==> src/rtl/debug_mem_master.sv <==
// Debug initiator for the core's InstCache/DataCache second ports: single-word
// writes and burst reads, keeping the core in reset while any access runs.
module debug_mem_master #(
  parameter int RD_LATENCY = 1,
  parameter int MAX_LEN_W  = 8
) (
  input  logic                 clk,
  input  logic                 rst,
  input  logic                 cmd_valid,
  output logic                 cmd_ready,
  input  logic [1:0]           cmd_op,
  input  logic [31:0]          cmd_addr,
  input  logic [31:0]          cmd_wdata,
  input  logic [3:0]           cmd_be,
  input  logic [MAX_LEN_W-1:0] cmd_len,
  output logic                 rsp_valid,
  input  logic                 rsp_ready,
  output logic [31:0]          rsp_data,
  output logic                 rsp_last,
  input  logic                 hold_req,
  output logic                 cpu_rst,
  output logic [31:0]          inst_a2,
  output logic [31:0]          inst_wd2,
  output logic [3:0]           inst_we2,
  input  logic [31:0]          inst_rd2,
  output logic [31:0]          data_a2,
  output logic [31:0]          data_wd2,
  output logic [3:0]           data_we2,
  input  logic [31:0]          data_rd2
);

  typedef enum logic [2:0] {
    IDLE     = 3'd0,
    WRITE    = 3'd1,
    RD_ISSUE = 3'd2,
    RD_WAIT  = 3'd3,
    RD_RESP  = 3'd4
  } state_t;

  localparam logic [1:0] WAIT_INIT = 2'(RD_LATENCY - 1);

  state_t               state_reg;
  state_t               state_next;
  logic [31:0]          addr_cnt_reg;
  logic [MAX_LEN_W-1:0] beat_cnt_reg;
  logic [1:0]           wait_cnt_reg;
  logic                 sel_data_reg;
  logic                 rsp_valid_reg;
  logic                 rsp_last_reg;
  logic [31:0]          rsp_data_reg;

  logic [31:0] cmd_addr_aligned;
  logic [31:0] addr_inc;
  logic        cmd_fire;
  logic        accept_wr;
  logic        accept_rd;
  logic        write_done;
  logic        issue;
  logic        waiting;
  logic        wait_done;
  logic        capture;
  logic        rsp_fire;
  logic        advance;

  assign cmd_addr_aligned = cmd_addr & ~32'd3;
  assign addr_inc         = addr_cnt_reg + 32'd4;

  // State register
  always_ff @(posedge clk or negedge rst) begin
    if (!rst) begin
      state_reg <= IDLE;
    end else begin
      state_reg <= state_next;
    end
  end

  // Next-state logic
  always_comb begin
    state_next = state_reg;
    case (state_reg)
      IDLE: begin
        if (cmd_fire) begin
          state_next = cmd_op[1] ? RD_ISSUE : WRITE;
        end
      end
      WRITE:    state_next = IDLE;
      RD_ISSUE: state_next = RD_WAIT;
      RD_WAIT: begin
        if (wait_done) begin
          state_next = RD_RESP;
        end
      end
      RD_RESP: begin
        if (rsp_ready) begin
          state_next = rsp_last_reg ? IDLE : RD_ISSUE;
        end
      end
      default:  state_next = IDLE;
    endcase
  end

  // Output and control decode
  always_comb begin
    cmd_ready  = rst && (state_reg == IDLE);
    cpu_rst    = hold_req || (state_reg != IDLE);
    cmd_fire   = cmd_valid && cmd_ready;
    accept_wr  = cmd_fire && !cmd_op[1];
    accept_rd  = cmd_fire && cmd_op[1];
    write_done = (state_reg == WRITE);
    issue      = (state_reg == RD_ISSUE);
    waiting    = (state_reg == RD_WAIT);
    wait_done  = (wait_cnt_reg == 2'd0);
    capture    = waiting && wait_done;
    rsp_fire   = rsp_valid_reg && rsp_ready;
    advance    = (state_reg == RD_RESP) && rsp_ready && !rsp_last_reg;
  end

  // Burst sequencing and response capture
  always_ff @(posedge clk or negedge rst) begin
    if (!rst) begin
      sel_data_reg  <= 1'b0;
      addr_cnt_reg  <= 32'd0;
      beat_cnt_reg  <= '0;
      wait_cnt_reg  <= 2'd0;
      rsp_valid_reg <= 1'b0;
      rsp_data_reg  <= 32'd0;
      rsp_last_reg  <= 1'b0;
    end else begin
      if (cmd_fire) begin
        sel_data_reg <= cmd_op[0];
      end
      if (accept_rd) begin
        addr_cnt_reg <= cmd_addr_aligned;
        beat_cnt_reg <= cmd_len;
      end else if (advance) begin
        addr_cnt_reg <= addr_inc;
        beat_cnt_reg <= beat_cnt_reg - MAX_LEN_W'(1);
      end
      if (issue) begin
        wait_cnt_reg <= WAIT_INIT;
      end else if (waiting && !wait_done) begin
        wait_cnt_reg <= wait_cnt_reg - 2'd1;
      end
      if (capture) begin
        rsp_valid_reg <= 1'b1;
        rsp_data_reg  <= sel_data_reg ? data_rd2 : inst_rd2;
        rsp_last_reg  <= (beat_cnt_reg == '0);
      end else if (rsp_fire) begin
        rsp_valid_reg <= 1'b0;
      end
    end
  end

  // Per-port debug drivers; index 0 is InstCache, 1 is DataCache.
  // a2 is loaded as the state enters RD_ISSUE so the cache sees it a cycle early.
  for (genvar gi = 0; gi < 2; gi++) begin : g_port
    localparam logic PORT_ID = 1'(gi);
    logic        hit_cmd;
    logic [31:0] a2_reg;
    logic [31:0] wd2_reg;
    logic [3:0]  we2_reg;

    assign hit_cmd = (cmd_op[0] == PORT_ID);

    always_ff @(posedge clk or negedge rst) begin
      if (!rst) begin
        a2_reg  <= 32'd0;
        wd2_reg <= 32'd0;
        we2_reg <= 4'd0;
      end else begin
        if (cmd_fire) begin
          a2_reg <= hit_cmd ? cmd_addr_aligned : 32'd0;
          if (accept_wr) begin
            wd2_reg <= hit_cmd ? cmd_wdata : 32'd0;
            we2_reg <= hit_cmd ? cmd_be : 4'd0;
          end
        end else if (advance && (sel_data_reg == PORT_ID)) begin
          a2_reg <= addr_inc;
        end
        if (write_done) begin
          we2_reg <= 4'd0;
        end
      end
    end
  end

  assign inst_a2   = g_port[0].a2_reg;
  assign inst_wd2  = g_port[0].wd2_reg;
  assign inst_we2  = g_port[0].we2_reg;
  assign data_a2   = g_port[1].a2_reg;
  assign data_wd2  = g_port[1].wd2_reg;
  assign data_we2  = g_port[1].we2_reg;
  assign rsp_valid = rsp_valid_reg;
  assign rsp_data  = rsp_data_reg;
  assign rsp_last  = rsp_last_reg;

endmodule

==> config.mk <==
export PLATFORM = sky130hd
export DESIGN_NAME = debug_mem_master
export DESIGN_NICKNAME = d
export VERILOG_FILES = /design/src/rtl/debug_mem_master.sv
export SDC_FILE = /design/constraint.sdc
export NUM_CORES = 1
export LEC_CHECK = 0
export CAP_MARGIN = 20
export CORE_UTILIZATION = 30
export CTS_BUF_LIST = sky130_fd_sc_hd__clkbuf_8
export CTS_CLUSTER_SIZE = 8
export DETAILED_ROUTE_END_ITERATION = 16
export GPL_TIMING_DRIVEN = 0
export HOLD_SLACK_MARGIN = 0.1
export SYNTH_ARGS = -nofsm -noshare
export SYNTH_HDL_FRONTEND = slang
export SYNTH_SLANG_ARGS = --single-unit
==> constraint.sdc <==
create_clock -name clk -period 2.38 [get_ports clk]
set_input_delay 0.714 -clock clk [delete_from_list [all_inputs] [get_ports clk]]
set_output_delay 0.714 -clock clk [all_outputs]
set_load 0.02 [all_outputs]
; ---- Word level (Yosys, flattened, before mapping)
; Cells that the tools add are included.
[classes]
n_mux = 31
reduce_logical = 29
n_addsub = 3
n_eq_ne = 7
n_bitwise = 1
[ops]
columns = op, count
row1 = 2-to-1 mux 32 bit, 11
row2 = adder 32 x 3 -> 32 bit (second input constant), 1
row3 = 2-to-1 mux 4 bit, 8
row4 = 2-to-1 mux 8 bit, 2
row5 = nonzero test 2 bit, 7
row6 = one-hot mux 3 bit (4 select lines), 1
row7 = logical AND 1 bit, 11
row8 = 2-to-1 mux 3 bit, 3
row9 = logical NOT 8 bit, 1
row10 = 2-to-1 mux 2 bit, 4
row11 = subtractor 8 x 1 -> 8 bit (second input constant), 1
row12 = equality test 3 x 2 -> 1 bit (second input constant), 2
row13 = != test 2 bit (second input constant), 2
row14 = AND reduction 2 bit, 2
row15 = equality test 3 x 1 -> 1 bit (second input constant), 1
row16 = equality test 3 bit (second input constant), 1
row17 = logical NOT 1 bit, 3
row18 = logical NOT 3 bit, 1
row19 = AND reduction 3 bit, 1
row20 = nonzero test 3 bit, 1
row21 = logical NOT 2 bit, 1
row22 = 2-to-1 mux 1 bit, 2
row23 = != test 2 x 1 -> 1 bit (second input constant), 1
row24 = subtractor 2 x 1 -> 2 bit (second input constant), 1
row25 = other kinds (2), 2
[word_totals]
reg_bits = 216
inputBits = 147

; ---- Logic depth before layout (Yosys ltp)
[logic_depth]
ltp_word = 7
depth_mapped = 8

; ---- Worst setup path before layout
; No wires, ideal clock.
[synth_path]
kind = input -> register
start = input port rst
end = register addr_cnt_reg[12]
path_stages = 5
t_arrival_ps = 2059
setup_slack_ps = 195
required_ps = 2254
cell_sequence = nor4b_4 > nand3_1 > nand2_1 > o21ai_0 > a221o_1
[synth_via]
elab_chain_cells = 4
elab_cells_between_ends = 5
classes_between = mux (1) / reduce/logical (4)
[synth_lines]
columns = item, line_no
row1 = start: declaration, 8  ; input logic rst,
row2 = logical AND 1 bit (*), 104  ; cmd_ready = rst && (state_reg == IDLE);
row3 = logical AND 1 bit (*), 106  ; cmd_fire = cmd_valid && cmd_ready;
row4 = logical AND 1 bit (*), 108  ; accept_rd = cmd_fire && cmd_op[1];
row5 = 2-to-1 mux 32 bit or nonzero test 2 bit (tied branches), -
row6 = end signal: assignment, 133  ; addr_cnt_reg <= cmd_addr_aligned;
row7 = end signal: assignment, 136  ; addr_cnt_reg <= addr_inc;
row8 = end: declaration, 44  ; logic [31:0] addr_cnt_reg;
; Mark *: on every way between the ends. The rest lies on a longest branch, timed or not.
; A chain may end at the register's enable or synchronous reset.

; ---- Worst setup path in the final report
[layout_path]
start = register state_reg[0]
end = output port cpu_rst
[layout_via]
elab_chain_cells = 2
[layout_lines]
columns = item, line_no
row1 = start: declaration, 42  ; state_t state_reg;
row2 = start signal: assignment, 73  ; state_reg <= state_next;
row3 = nonzero test 3 bit, 105  ; cpu_rst = hold_req || (state_reg != IDLE);
row4 = logical OR 1 bit, 105
row5 = end: declaration, 21  ; output logic cpu_rst,
; Every way passes these cells.

==> impl_metrics.ini <==
[status]
outcome = finished with violations
violations = negative setup slack

[worst_setup_path]
crit_top_cell = buf_6
path_delay_family = simple AND/OR/NAND/NOR gates
cp-startpoint = state_reg[0]
cp_data_arrival_time_ns = 1.70
crit_cells = 3
crit_fanout = 3
cpPeakStageDelay_ns = 0.47
cp_data_required_time_ns = 1.67
r2r_start = state_reg[1]
start_kind = flip-flop
crit_chain = buf_6 > or4_4 > buf_6
worstSetupEndpointType = output pin
crit_buf_inv = 2
r2r_cells = 7
cp_slowest_cell = or4_4
worstSetupPathType = reg2out

[job]
max_cap_violations = 0

[floorplanning]
ios = 319
rows = 67
die_y_um = 186.3
core_area_sq_mm = 0.03345
start_util_pct = 30.48
die_area_sq_mm = 0.03472
die_width_um = 186.3

[finish]
syn_to_final_growth_pct = 45.57
fin_nets = 1628
nFillCells = 3279
final_util_pct = 44.36
drive_gt1_share_pct = 9.967
stdcell_area_sq_mm = 0.01484

[pwr]
irDropWorstVdd_v = 0.0005643
power.density_mw_per_mm2 = 1269
power.leakage_nw = 6.302

[place]
placed_area_sq_mm = 0.01391
pre_cts_ws_ns = -1.194
gp_congestion = 0.9424
dpl.hpwl_mm = 26.84
io_buffers = 311

[logic_synthesis]
async_reset_ff_share_pct = 100.0
yosysWarnings = 0
synth_area_sq_mm = 0.01019
synth_cell_types = 58
ys_seq_area_share_pct = 51.55
synth_ff_type = dfrtp_1
syn_area_per_cell_sq_um = 9.183
synth_cells = 1110
synth_edf_count = 0
synth-seq-cells = 210

[clock_network]
clock_latency_ns = 0.54
cts_sinks = 210
cts_tree = done
htreeDepth = 2
ctsLongestPathBuffers = 3
cts_root_buf = clkbuf_8
cts_made_buffers = 39
clkSlewWorstSetupHoldPaths_ns = 0.06

[global_route]
grt_pass1_wl_mm = 58.37
grt_max_degree = 106
grt_pass1_vias = 10072
grt-ovfl-total = 0
antenna_found_initial = 1
grtUsageTotal_pct = 21.26

[sta]
tightest_slew_ns = 0.8171
post-route-min-period_ns = 2.418
clock.fmax_ghz = 0.4135
post-route-period-util_pct = 101.6
slew_viol_final = 0
setup_tns_ns = -0.05851
final-hold-violation-count = 0
setup_violations = 2
fin_ws_ns = -0.03815
rsz0062_at_grt = true
relSlewSlack_pct = 45.53
finClkSkew_ns = 0.008313

[routing]
drtPass1Iterations = 5
drtIter0Drc = 702
antenna_left = 0
finalWirelength_mm = 37.11
route.detailed.drc = 0
routedWlPerCell_um = 19.09
via_per_inst = 5.098
vias = 9911

[worst_hold_path]
hold_path_class = in2async
==> Yosys cell counts (all sizes together) (2+ instances only) <==
cell | count | area, sq um
and3 | 10 | 62.56
and4 | 7 | 65.06
nand2 | 237 | 892.1
a31oi | 31 | 193.9
a32oi | 6 | 52.55
o221a | 3 | 33.78
buf | 37 | 232.7
a22o | 10 | 87.58
o31a | 2 | 17.52
o21ai | 145 | 725.7
and2 | 9 | 56.30
o211ai | 7 | 52.55
a21o | 6 | 45.04
or4 | 3 | 22.52
dfrtp | 210 | 5255
nor4 | 8 | 95.09
a21boi | 2 | 15.02
nor3 | 17 | 85.08
ha | 4 | 50.05
a22oi | 3 | 22.52
nand2b | 8 | 50.05
nor2 | 74 | 280.3
mux2i | 35 | 350.3
o311ai | 7 | 61.31
a211oi | 21 | 157.7
a31o | 8 | 70.07
nand4 | 18 | 127.6
a221o | 6 | 60.06
clkbuf | 50 | 187.7
inv | 16 | 60.06
a21oi | 37 | 185.2
nor4b | 2 | 47.55
xor2 | 12 | 105.1
nand3 | 33 | 170.2
xnor2 | 13 | 113.9
o41ai | 2 | 17.52
==> metrics by stage <==
stage | hold WS, ns | power, mW | cells
floorplan | 0.4184 | 11.01 | 1113
global placement | 0.4596 | 15.28 | 1872
detailed placement | 0.4700 | 15.41 | 1873
CTS | 0.1539 | 18.90 | 1940
global route | 0.1789 | 19.96 | 1944
finish | 0.1777 | 18.83 | 1944
==> path summary, 6_finish.rpt <==
kind,to,slack [ns]
max,cpu_rst,-0.04
min,data_wd2[0],0.18
max reg2reg,data_a2[24],0.09
min reg2reg,rsp_data[5],0.47
max in group asynchronous,rsp_data[14],1.64
min in group clk,rsp_data[5],0.47
==> layout make-up <==
class	count	area [sq um]	area share (%)
Sequential cell	210	5258	35.43
Multi-Input combinational cell	799	4508	30.38
Timing Repair Buffer	324	3292	22.18
Clock buffer	47	646.9	4.359
Tap cell	448	560.5	3.777
Buffer	86	450.4	3.035
Inverter	17	65.06	0.4384
Clock inverter	12	56.30	0.3794
Antenna cell	1	2.502	0.01686
==> cells by family after synthesis <==
| group | count (synthesis) | synth area share [%] |
|---|---|---|
| simple gates | 429 | 19.41 |
| compound gates | 302 | 18.18 |
| flops | 210 | 51.55 |
| buf+inv | 104 | 4.750 |
| mux | 35 | 3.437 |
| xor+xnor | 25 | 2.148 |
| fa+ha+maj | 4 | 0.4910 |
| other cells | 1 | 0.03679 |
==> metal layers <==
| layer | global-route usage (%) | wire length (um) | vias up |
|---|---|---|---|
| met2 | 34.97 | 17400 | 377 |
| met4 | 6.707 | 980 | 0 |
| met5 | 0 | 0 | - |
| met3 | 3.442 | 2208 | 65 |
| li1 | - | - | 4646 |
| met1 | 28.53 | 16530 | 4823 |
==> repair_timing <==
item,CTS,global route
gates cloned,1,0
pin swaps,2,4
gates resized for setup,34,26
hold endpoints to repair,51,0
setup endpoints to repair,122,92
hold buffers,1,0
buffers inserted,7,3
==> where the power goes <==
part | switching [mW] | internal [mW]
clock network | 1.55 | 1.76
registers | 1.25 | 5.26
logic | 4.88 | 4.13
==> cell usage in the layout, fill, tap and decap left out, drive strengths merged, types with 9 or more instances in the layout <==
cell	Yosys	layout
clkdlybuf4s50	0	305
nand2	237	237
dfrtp	210	210
o21ai	145	145
clkbuf	50	95
nor2	74	74
buf	37	53
a21oi	37	37
mux2i	35	35
nand3	33	33
a31oi	31	31
inv	16	25
a211oi	21	21
nand4	18	18
nor3	17	17
xnor2	13	13
xor2	12	12
a22o	10	10
and3	10	10
and2	9	9
No activity file was read; power rests on OpenSTA's default activity.
